==> src/rtl/qeciphy_rx_faw_monitor.sv <==
// FAW framing monitor: hunt/presync/sync on the aligned 64-bit RX stream, FAW stripping, lock reporting.
// Optional build macro QECIPHY_RX_FAW_MON_STATS_EN enables the missing-FAW error counter.
package qeciphy_pkg;
  localparam logic [63:0] FAW_WORD = 64'hA5C3_96F0_0F69_3C5A;

  function automatic logic is_faw(input logic [63:0] word);
    return word == FAW_WORD;
  endfunction
endpackage

module qeciphy_rx_faw_monitor #(
  parameter int FAW_PERIOD   = 64,
  parameter int LOCK_COUNT   = 4,
  parameter int UNLOCK_COUNT = 3
) (
  input  logic        clk_i,
  input  logic        rst_n_i,
  input  logic [63:0] tdata_64b_i,
  input  logic        aligned_i,
  output logic [63:0] tdata_o,
  output logic        tvalid_o,
  output logic        locked_o,
  output logic        lock_lost_o,
  output logic [15:0] faw_err_cnt_o
);
  localparam int POS_W = $clog2(FAW_PERIOD);
  localparam logic [POS_W-1:0] POS_LAST = POS_W'(FAW_PERIOD - 1);
  localparam logic [3:0] LOCK_N   = 4'(LOCK_COUNT);
  localparam logic [3:0] UNLOCK_N = 4'(UNLOCK_COUNT);

  typedef enum logic [1:0] {
    HUNT    = 2'd0,
    PRESYNC = 2'd1,
    SYNC    = 2'd2
  } state_t;

  state_t           state_reg;
  logic [63:0]      data_s1_reg;
  logic [POS_W-1:0] pos_reg;
  logic [POS_W-1:0] pos_inc;
  logic [3:0]       good_cnt_reg;
  logic [3:0]       miss_cnt_reg;
  logic             faw_s1;
  logic             slot_s1;
  logic             miss_s1;
  logic             unlock_s1;

  assign faw_s1    = qeciphy_pkg::is_faw(data_s1_reg);
  assign slot_s1   = (pos_reg == '0);
  assign pos_inc   = (pos_reg == POS_LAST) ? '0 : pos_reg + POS_W'(1);
  assign miss_s1   = (state_reg == SYNC) && slot_s1 && !faw_s1;
  assign unlock_s1 = miss_s1 && ((miss_cnt_reg + 4'd1) == UNLOCK_N);

  always_ff @(posedge clk_i or negedge rst_n_i) begin
    if (!rst_n_i) begin
      state_reg    <= HUNT;
      data_s1_reg  <= '0;
      pos_reg      <= '0;
      good_cnt_reg <= '0;
      miss_cnt_reg <= '0;
      tdata_o      <= '0;
      tvalid_o     <= 1'b0;
      locked_o     <= 1'b0;
      lock_lost_o  <= 1'b0;
    end else begin
      data_s1_reg <= tdata_64b_i;
      locked_o    <= (state_reg == SYNC);
      lock_lost_o <= 1'b0;
      tvalid_o    <= 1'b0;
      case (state_reg)
        HUNT: begin
          pos_reg      <= '0;
          good_cnt_reg <= '0;
          miss_cnt_reg <= '0;
          if (aligned_i && faw_s1) begin
            pos_reg      <= POS_W'(1);
            good_cnt_reg <= 4'd1;
            state_reg    <= PRESYNC;
          end
        end
        PRESYNC: begin
          if (!aligned_i || (slot_s1 && !faw_s1)) begin
            state_reg    <= HUNT;
            pos_reg      <= '0;
            good_cnt_reg <= '0;
          end else begin
            pos_reg <= pos_inc;
            if (slot_s1) begin
              good_cnt_reg <= good_cnt_reg + 4'd1;
              if ((good_cnt_reg + 4'd1) == LOCK_N) begin
                state_reg    <= SYNC;
                miss_cnt_reg <= '0;
              end
            end
          end
        end
        SYNC: begin
          // The FAW slot is always dropped; any other slot is payload, even if it looks like a FAW.
          if (aligned_i && !slot_s1) begin
            tvalid_o <= 1'b1;
            tdata_o  <= data_s1_reg;
          end
          if (!aligned_i || unlock_s1) begin
            state_reg    <= HUNT;
            pos_reg      <= '0;
            good_cnt_reg <= '0;
            miss_cnt_reg <= '0;
            lock_lost_o  <= 1'b1;
          end else begin
            pos_reg <= pos_inc;
            if (slot_s1) miss_cnt_reg <= miss_s1 ? miss_cnt_reg + 4'd1 : 4'd0;
          end
        end
        default: begin
          state_reg    <= HUNT;
          pos_reg      <= '0;
          good_cnt_reg <= '0;
          miss_cnt_reg <= '0;
        end
      endcase
    end
  end

`ifdef QECIPHY_RX_FAW_MON_STATS_EN
  // Misses are counted even when the same slot also sees aligned_i drop.
  always_ff @(posedge clk_i or negedge rst_n_i) begin
    if (!rst_n_i) begin
      faw_err_cnt_o <= '0;
    end else if (miss_s1 && (faw_err_cnt_o != 16'hFFFF)) begin
      faw_err_cnt_o <= faw_err_cnt_o + 16'd1;
    end
  end
`else
  assign faw_err_cnt_o = 16'd0;
`endif

endmodule

==> config.mk <==
export PLATFORM = sky130hd
export DESIGN_NAME = qeciphy_rx_faw_monitor
export DESIGN_NICKNAME = d
export VERILOG_FILES = /design/src/rtl/qeciphy_rx_faw_monitor.sv
export SDC_FILE = /design/constraint.sdc
export NUM_CORES = 1
export LEC_CHECK = 0
export ABC_CLOCK_PERIOD_IN_PS = 2100
export BUFFER_PORTS_ARGS = -buffer_cell sky130_fd_sc_hd__clkbuf_2
export CAP_MARGIN = 20
export CORE_UTILIZATION = 49
export CTS_BUF_LIST = sky130_fd_sc_hd__clkbuf_4 sky130_fd_sc_hd__clkbuf_8
export CTS_CLUSTER_DIAMETER = 200
export CTS_CLUSTER_SIZE = 30
export DETAILED_ROUTE_END_ITERATION = 10
export MAX_ROUTING_LAYER = met4
export PLACE_DENSITY_LB_ADDON = 0.1
export RECOVER_POWER = 50
export SYNTH_ARGS = -nofsm -noshare
export SYNTH_HDL_FRONTEND = slang
export SYNTH_SLANG_ARGS = --single-unit
==> constraint.sdc <==
create_clock -name clk_i -period 2.1 [get_ports clk_i]
set_input_delay 0.105 -clock clk_i [delete_from_list [all_inputs] [get_ports clk_i]]
set_output_delay 0.105 -clock clk_i [all_outputs]
set_load 0.005 [all_outputs]
==> metrics.md, run 1 <==
| Metric | Value |
|---|---|
| Gpl congestion | 0.800 |
| Iteration-0 DRC Markers | 140 |
| Die Ht | 109 microns |
| Worst path required time | 2.47 ns |
| Max-slew headroom | 22.0% |
| Post-DRT Antenna Nets | 0 |
| Syn Inst Count | 371 |
| Skew final | 0.0115 ns |
| WP data arrival | 2.47 ns |
| Skew-Pair Late Insertion Delay | 0.45 ns |
| R2R cell count | 8 |
| Logic pwr share | 5.2% |
| Width of the die | 109 microns |
| Top_reg_cell synth | dfrtp_1 |
| Min Tclk post-route | 2.10 ns |
| Slew Limit Fails | 0 |
| Rows | 38 |
| Synth Area per Inst | 15.0 sq um |
| Fmax | 0.476 GHz |
| Global-route wire length before repair | 20400 microns |
| Die Footprint | 0.0118 sq mm |
| Ys async rst share | 100% |
| Clock share of power | 41.4% |
| Fraction of layout cells with a size suffix above 1 | 49.7% |
| Diodes inserted | 0 |
| CTS tree | built |
| Setup crit start | data_s1_reg[18] |
| Clock slew at reported path FFs | 0.08 ns |
| Global Route Usage Sum | 24.4% |
| Vias in the first global route | 4124 |
| First-pass DRT Iterations | 4 |
| DP Wirelength | 8460 microns |
| Synth cell types | 52 |
| H-tree levels | 4 |
| Vias/cell | 5.03 |
| Residual DRC | 0 |
| Root buf cell | clkbuf_8 |
| Vias after detailed routing | 3903 |
| Final hold violations | 0 |
| Avg WL per Cell | 16.6 microns |
| Grt ovf | 0 |
| Post-synth top area share | 66.1% |
| Final instance area | 0.00798 sq mm |
| Power density cells | 691 mW/mm^2 |
| Initial antenna violation count | 0 |
| Starting density of the core | 50.9% |
| Warnings, synthesis | 0 |
| FF-to-FF End | good_cnt_reg[3] |
| CTS Buf Count | 17 |
| CP Max Fanout | 3 |
| Worst hold path type | input port to register |
| Synth-to-layout area growth | 43.3% |
| Switching power | 0.00122 W |
| Switch share | 22.1% |
| Post-synth top cells | dfrtp_1, mux2_2, buf_4, nand2_1, nor4bb_1 |
| Final setup viols | 0 |
| RSZ-0062 raised after global routing | yes |
| Critical Path End Type | register |
| Maximum clock path buffer count | 2 |
| #FFs+latches synth | 147 |
| Max Cap Violations | 0 |
| Synth area leader | dfrtp_1 |
| Num Clock Sinks | 147 |
| Core area | 0.0109 sq mm |
| Sequential power share | 53.4% |
| VDD IR max | 0.000519 V |
| Critical path destination | good_cnt_reg[3] |
| RR Startpoint | data_s1_reg[18] |
| Pre-CTS setup slack | -0.168 ns |
| Status | completed |
| Sequential share of the synthesized area | 66.1% |
| Leakage | 4.02 nW |
| Synth area leaders | dfrtp_1, mux2_2, buf_4 |
| Kind of critical path | register to register |
| Startpoint Class | register |
| Syn Std Cell Area | 0.00557 sq mm |
| Drt total wl | 12900 microns |
| Placed cell area | 0.00660 sq mm |
| Worst Max-Slew Pin Slew | 1.17 ns |
| Port Buf Inserts | 133 |
| Worst setup margin | 0.000782 ns |
| Post-synth EDFFs | 0 |
| Most frequent cell after synthesis | dfrtp_1 |
| Internal Power | 0.00429 W |
| Register-to-Register Setup Slack | 0.0008 ns |
| Largest net degree at the start of global routing | 52 |
| Period utilisation layout | 100% |
| Final net count | 696 |
| Top Ports | 150 |
-- power by group through the flow --
stage          logic [W]  registers (W)  clock network [W]
5_1_grt         0.000317        0.00295            0.00245
6_report        0.000287        0.00294            0.00228
2_1_floorplan  0.0000481        0.00297                  0
3_3_place_gp    0.000172        0.00299                  0
3_5_place_dp    0.000177        0.00299                  0
4_1_cts         0.000283        0.00294            0.00234
-- placed cells by master (no fill, tap or decap), types with 3 or more instances in the layout --
| master | n |
|---|---|
| dfrtp_1 | 146 |
| clkbuf_2 | 134 |
| dlygate4sd3_1 | 66 |
| mux2_2 | 64 |
| buf_4 | 32 |
| clkbuf_8 | 19 |
| conb_1 | 16 |
| nand2_1 | 11 |
| inv_1 | 10 |
| nand4_1 | 9 |
| nor2_1 | 8 |
| buf_6 | 7 |
| nand3_1 | 6 |
| ha_1 | 6 |
| nor4bb_1 | 5 |
| and4b_1 | 5 |
| and4bb_2 | 4 |
| nor4_4 | 4 |
| clkinv_2 | 4 |
| nor4bb_2 | 3 |
| nor4bb_4 | 3 |
| a21boi_0 | 3 |
| bufinv_16 | 3 |
| clkinv_4 | 3 |
| clkinvlp_4 | 3 |
-- layer usage --
| metal | GRT usage (%) | vias up | wire (microns) |
|---|---|---|---|
| met5 | - | - | 0 |
| met4 | 8.11 | 0 | 225 |
| met3 | 7.11 | 19 | 582 |
| met2 | 40.5 | 101 | 6980 |
| met1 | 28.6 | 1971 | 5080 |
| li1 | - | 1812 | - |
-- worst max-delay path, stage by stage, from the launching register on --
cell and delay, ns:
dfrtp_1 0.41, nor4bb_2 0.29, buf_4 0.14, nand4_1 0.10, buf_4 0.17, nor4_4 0.28, nand3_1 0.14, or4_4 0.43
o211ai_2 0.07
-- per-stage QoR --
step                      hold WS, ns  util (%)  instances  TNS [ns]  power, W
after floorplan                -0.191         -        386         0   0.00302
after global placement         0.0645      60.4        669     -1.48   0.00316
after detailed placement       0.0682      60.4        669     -1.54   0.00317
after CTS                       0.143      72.0        774    -0.258   0.00556
after global routing            0.274      73.0        776     -5.06   0.00571
final                           0.298      73.0        776         0   0.00551
-- worst min path at each step --
| stage | start | to | slack [ns] | depth (start not counted) |
|---|---|---|---|---|
| after floorplan | rst_n_i | data_s1_reg[0] | -0.19 | 0 |
| after global placement | rst_n_i | tdata_o[6] | 0.06 | 1 |
| after detailed placement | rst_n_i | tdata_o[8] | 0.07 | 1 |
| after CTS | rst_n_i | tdata_o[6] | 0.14 | 2 |
| after global routing | tdata_64b_i[48] | data_s1_reg[48] | 0.27 | 2 |
| final | tdata_64b_i[46] | data_s1_reg[46] | 0.30 | 2 |
-- what timing repair did --
| action | 4_1_cts | 5_1_grt |
|---|---|---|
| hold buffers | 66 | 0 |
| setup endpoints to repair | 16 | 16 |
| resized for setup | 23 | 23 |
| gates cloned | 0 | 0 |
| hold endpoints to repair | 163 | 0 |
| setup buffers | 7 | 2 |
| pin swaps | 17 | 17 |
-- cell families (layout without fill, tap and decap cells) --
kind of cell	Yosys count	in the layout	share of synthesized area, %
and+or+nand+nor	85	85	11.2
other	1	16	0.0674
buffers and inverters	35	285	3.73
muxes	65	65	13.1
xor gates and xnor gates	4	4	0.629
AOI/OAI and AO/OA	28	28	3.84
adders and majority gates	6	6	1.35
DFF	147	147	66.1
-- area by class of cell --
| type | count | area (sq um) |
|---|---|---|
| sequential | 147 | 3680 |
| fill | 727 | 2960 |
| multi-input combinational | 204 | 1960 |
| timing repair buffer | 243 | 1710 |
| clock buffer | 19 | 262 |
| tap | 140 | 175 |
| clock inverter | 13 | 159 |
| inverter | 10 | 37.5 |
No activity file was read; power rests on OpenSTA's default activity.
==> run 2, diff against run 1 <==
ABC_CLOCK_PERIOD_IN_PS = 2650   (was 2100)
CORE_UTILIZATION = 58   (was 49)
clock period = 2.65 ns   (was 2.1 ns; I/O delays follow)
==> run 2 against run 1 <==
Net effect: the flow now finishes with violations (capacitance limit, slew limit); maximum frequency down 15%; sequential share of layout area is 3.6 points higher; sequential power decreased by 21%.
==> metrics.md, run 2 (synthesis results as in run 1) <==
| Metric | Value |
|---|---|
| Width of the die | 100 microns |
| Min Tclk post-route | 2.46 ns |
| RR Startpoint | data_s1_reg[28] |
| VDD IR max | 0.000448 V |
| CTS tree | built |
| Largest net degree at the start of global routing | 70 |
| Clock slew at reported path FFs | 0.09 ns |
| Slew Limit Fails | 69 |
| RSZ-0062 raised after global routing | no |
| Commonest non-fill, non-tap cell in the layout | dfrtp_1 |
| Violated checks | capacitance limit, slew limit |
| Status | finished with violations |
| Core area | 0.00928 sq mm |
| Max Cap Violations | 1 |
| Root buf cell | clkbuf_8 |
| WP data arrival | 2.84 ns |
| Commonest cells after routing, fill and taps aside | dfrtp_1, clkbuf_2, dlygate4sd3_1 |
| Starting density of the core | 60.0% |
| Skew final | 0.0101 ns |
| Avg WL per Cell | 16.5 microns |
| Port Buf Inserts | 133 |
| Kind of critical path | register to register |
| Vias/cell | 5.21 |
| Clock share of power | 40.4% |
| Critical Path End Type | register |
| Max-slew headroom | -13.5% |
| Sequential power share | 54.9% |
| Post-DRT Antenna Nets | 0 |
| Final net count | 656 |
| Startpoint Class | register |
| First-pass DRT Iterations | 4 |
| CTS Buf Count | 17 |
| Grt ovf | 0 |
| Logic pwr share | 4.7% |
| Hold path start | tdata_64b_i[22] |
| Final hold slack | 0.321 ns |
| Vias in the first global route | 3928 |
| Final Non-Filler Cells | 725 |
| Worst Max-Slew Pin Slew | 1.70 ns |
| Switching power | 0.00103 W |
| Multi-input logic area | 0.00175 sq mm |
| Diodes inserted | 0 |
| Power density cells | 573 mW/mm^2 |
| TNS Setup | 0 ns |
| Vias after detailed routing | 3774 |
| Num Clock Sinks | 147 |
| Cell Count Post-Placement | 627 |
| Die Ht | 100 microns |
| Rows | 35 |
| H-tree levels | 4 |
| DP Wirelength | 7810 microns |
| Worst path required time | 3.03 ns |
| Gpl congestion | 0.848 |
| Fmax | 0.406 GHz |
| Iteration-0 DRC Markers | 116 |
| Internal Power | 0.00320 W |
| Die Footprint | 0.00999 sq mm |
| Period utilisation layout | 92.9% |
| Switch share | 24.4% |
| Final setup viols | 0 |
| Initial antenna violation count | 0 |
| Synth-to-layout area growth | 32.9% |
| Skew-Pair Late Insertion Delay | 0.45 ns |
| Global-route wire length before repair | 19600 microns |
| Fraction of layout cells with a size suffix above 1 | 42.1% |
| Setup crit start | data_s1_reg[28] |
| # fillers | 566 |
| Maximum clock path buffer count | 2 |
| Worst hold path type | input port to register |
| Drt total wl | 12000 microns |
| Residual DRC | 0 |
| Total area of sequential cells | 0.00368 sq mm |
| Final hold violations | 0 |
| Leakage | 3.72 nW |
| Global Route Usage Sum | 27.6% |
| CP Max Fanout | 3 |
| Top Ports | 150 |
-- run 2: cell count changes in the layout (fill, tap and decap cells not counted), sizes merged --
cell	delta
bufinv	-2
buf	-37
clkbuf	-4
clkinv	-2
inv	+6
clkinvlp	-1
-- run 2: path summary, 6_finish.rpt --
check	end	slack (ns)	cells past startpoint
setup / recovery	good_cnt_reg[3]	0.19	6
hold / removal	data_s1_reg[22]	0.32	2
setup reg to reg	good_cnt_reg[3]	0.19	6
hold reg to reg	tdata_o[3]	0.50	1
max in group asynchronous	data_s1_reg[60]	0.78	3
min in group asynchronous	data_s1_reg[12]	0.67	2
-- run 2: what timing repair did --
action	4_1_cts	5_1_grt
hold endpoints to repair	132	0
buffers inserted	0	0
setup endpoints to repair	0	6
gates resized for setup	0	2
hold buffers	66	0
-- run 2: layer usage --
layer / global-route usage (%) / share of wire, % / vias to the layer above / wire length, microns
met3: 5.99 / 4.2 / 18 / 498
met1: 33.5 / 43 / 1908 / 5110
met5: - / 0 / - / 0
met2: 45.0 / 51 / 117 / 6130
met4: 11.7 / 2.1 / 0 / 248
li1: - / - / 1731 / -
-- run 2: worst max-delay path, stage by stage, from the launching register on --
cell and delay [ns]:
dfrtp_1 0.40, nor4_2 0.51, nand4_1 0.24, nor4_1 0.52, nand3_1 0.21, or4_4 0.45
o211ai_2 0.07
-- run 2: power groups by stage --
stage | combinational [W] | sequential [W] | clock (W)
after floorplan | 0.0000381 | 0.00236 | 0
after global placement | 0.000120 | 0.00237 | 0
after detailed placement | 0.000122 | 0.00237 | 0
after CTS | 0.000199 | 0.00233 | 0.00174
after global routing | 0.000220 | 0.00233 | 0.00183
final | 0.000198 | 0.00233 | 0.00171
-- run 2: layout make-up --
cell class | count | area share, %
clock buffer | 18 | 3.35
clock inverter | 14 | 1.96
inverter | 10 | 0.507
multi-input combinational | 204 | 23.6
sequential | 147 | 49.7
tap | 129 | 2.18
timing repair buffer | 203 | 18.6
-- run 2: stage by stage --
stage          setup slack [ns]  cell area (sq um)  util, %  total power [W]
6_report                  0.188               7400     79.7          0.00424
5_1_grt                  0.0222               7400     79.7          0.00439
4_1_cts                  0.0312               7390     79.6          0.00427
3_5_place_dp             0.0591               6340     68.3          0.00249
3_3_place_gp              0.139               6340     68.3          0.00249
2_1_floorplan             0.524               5620        -          0.00239
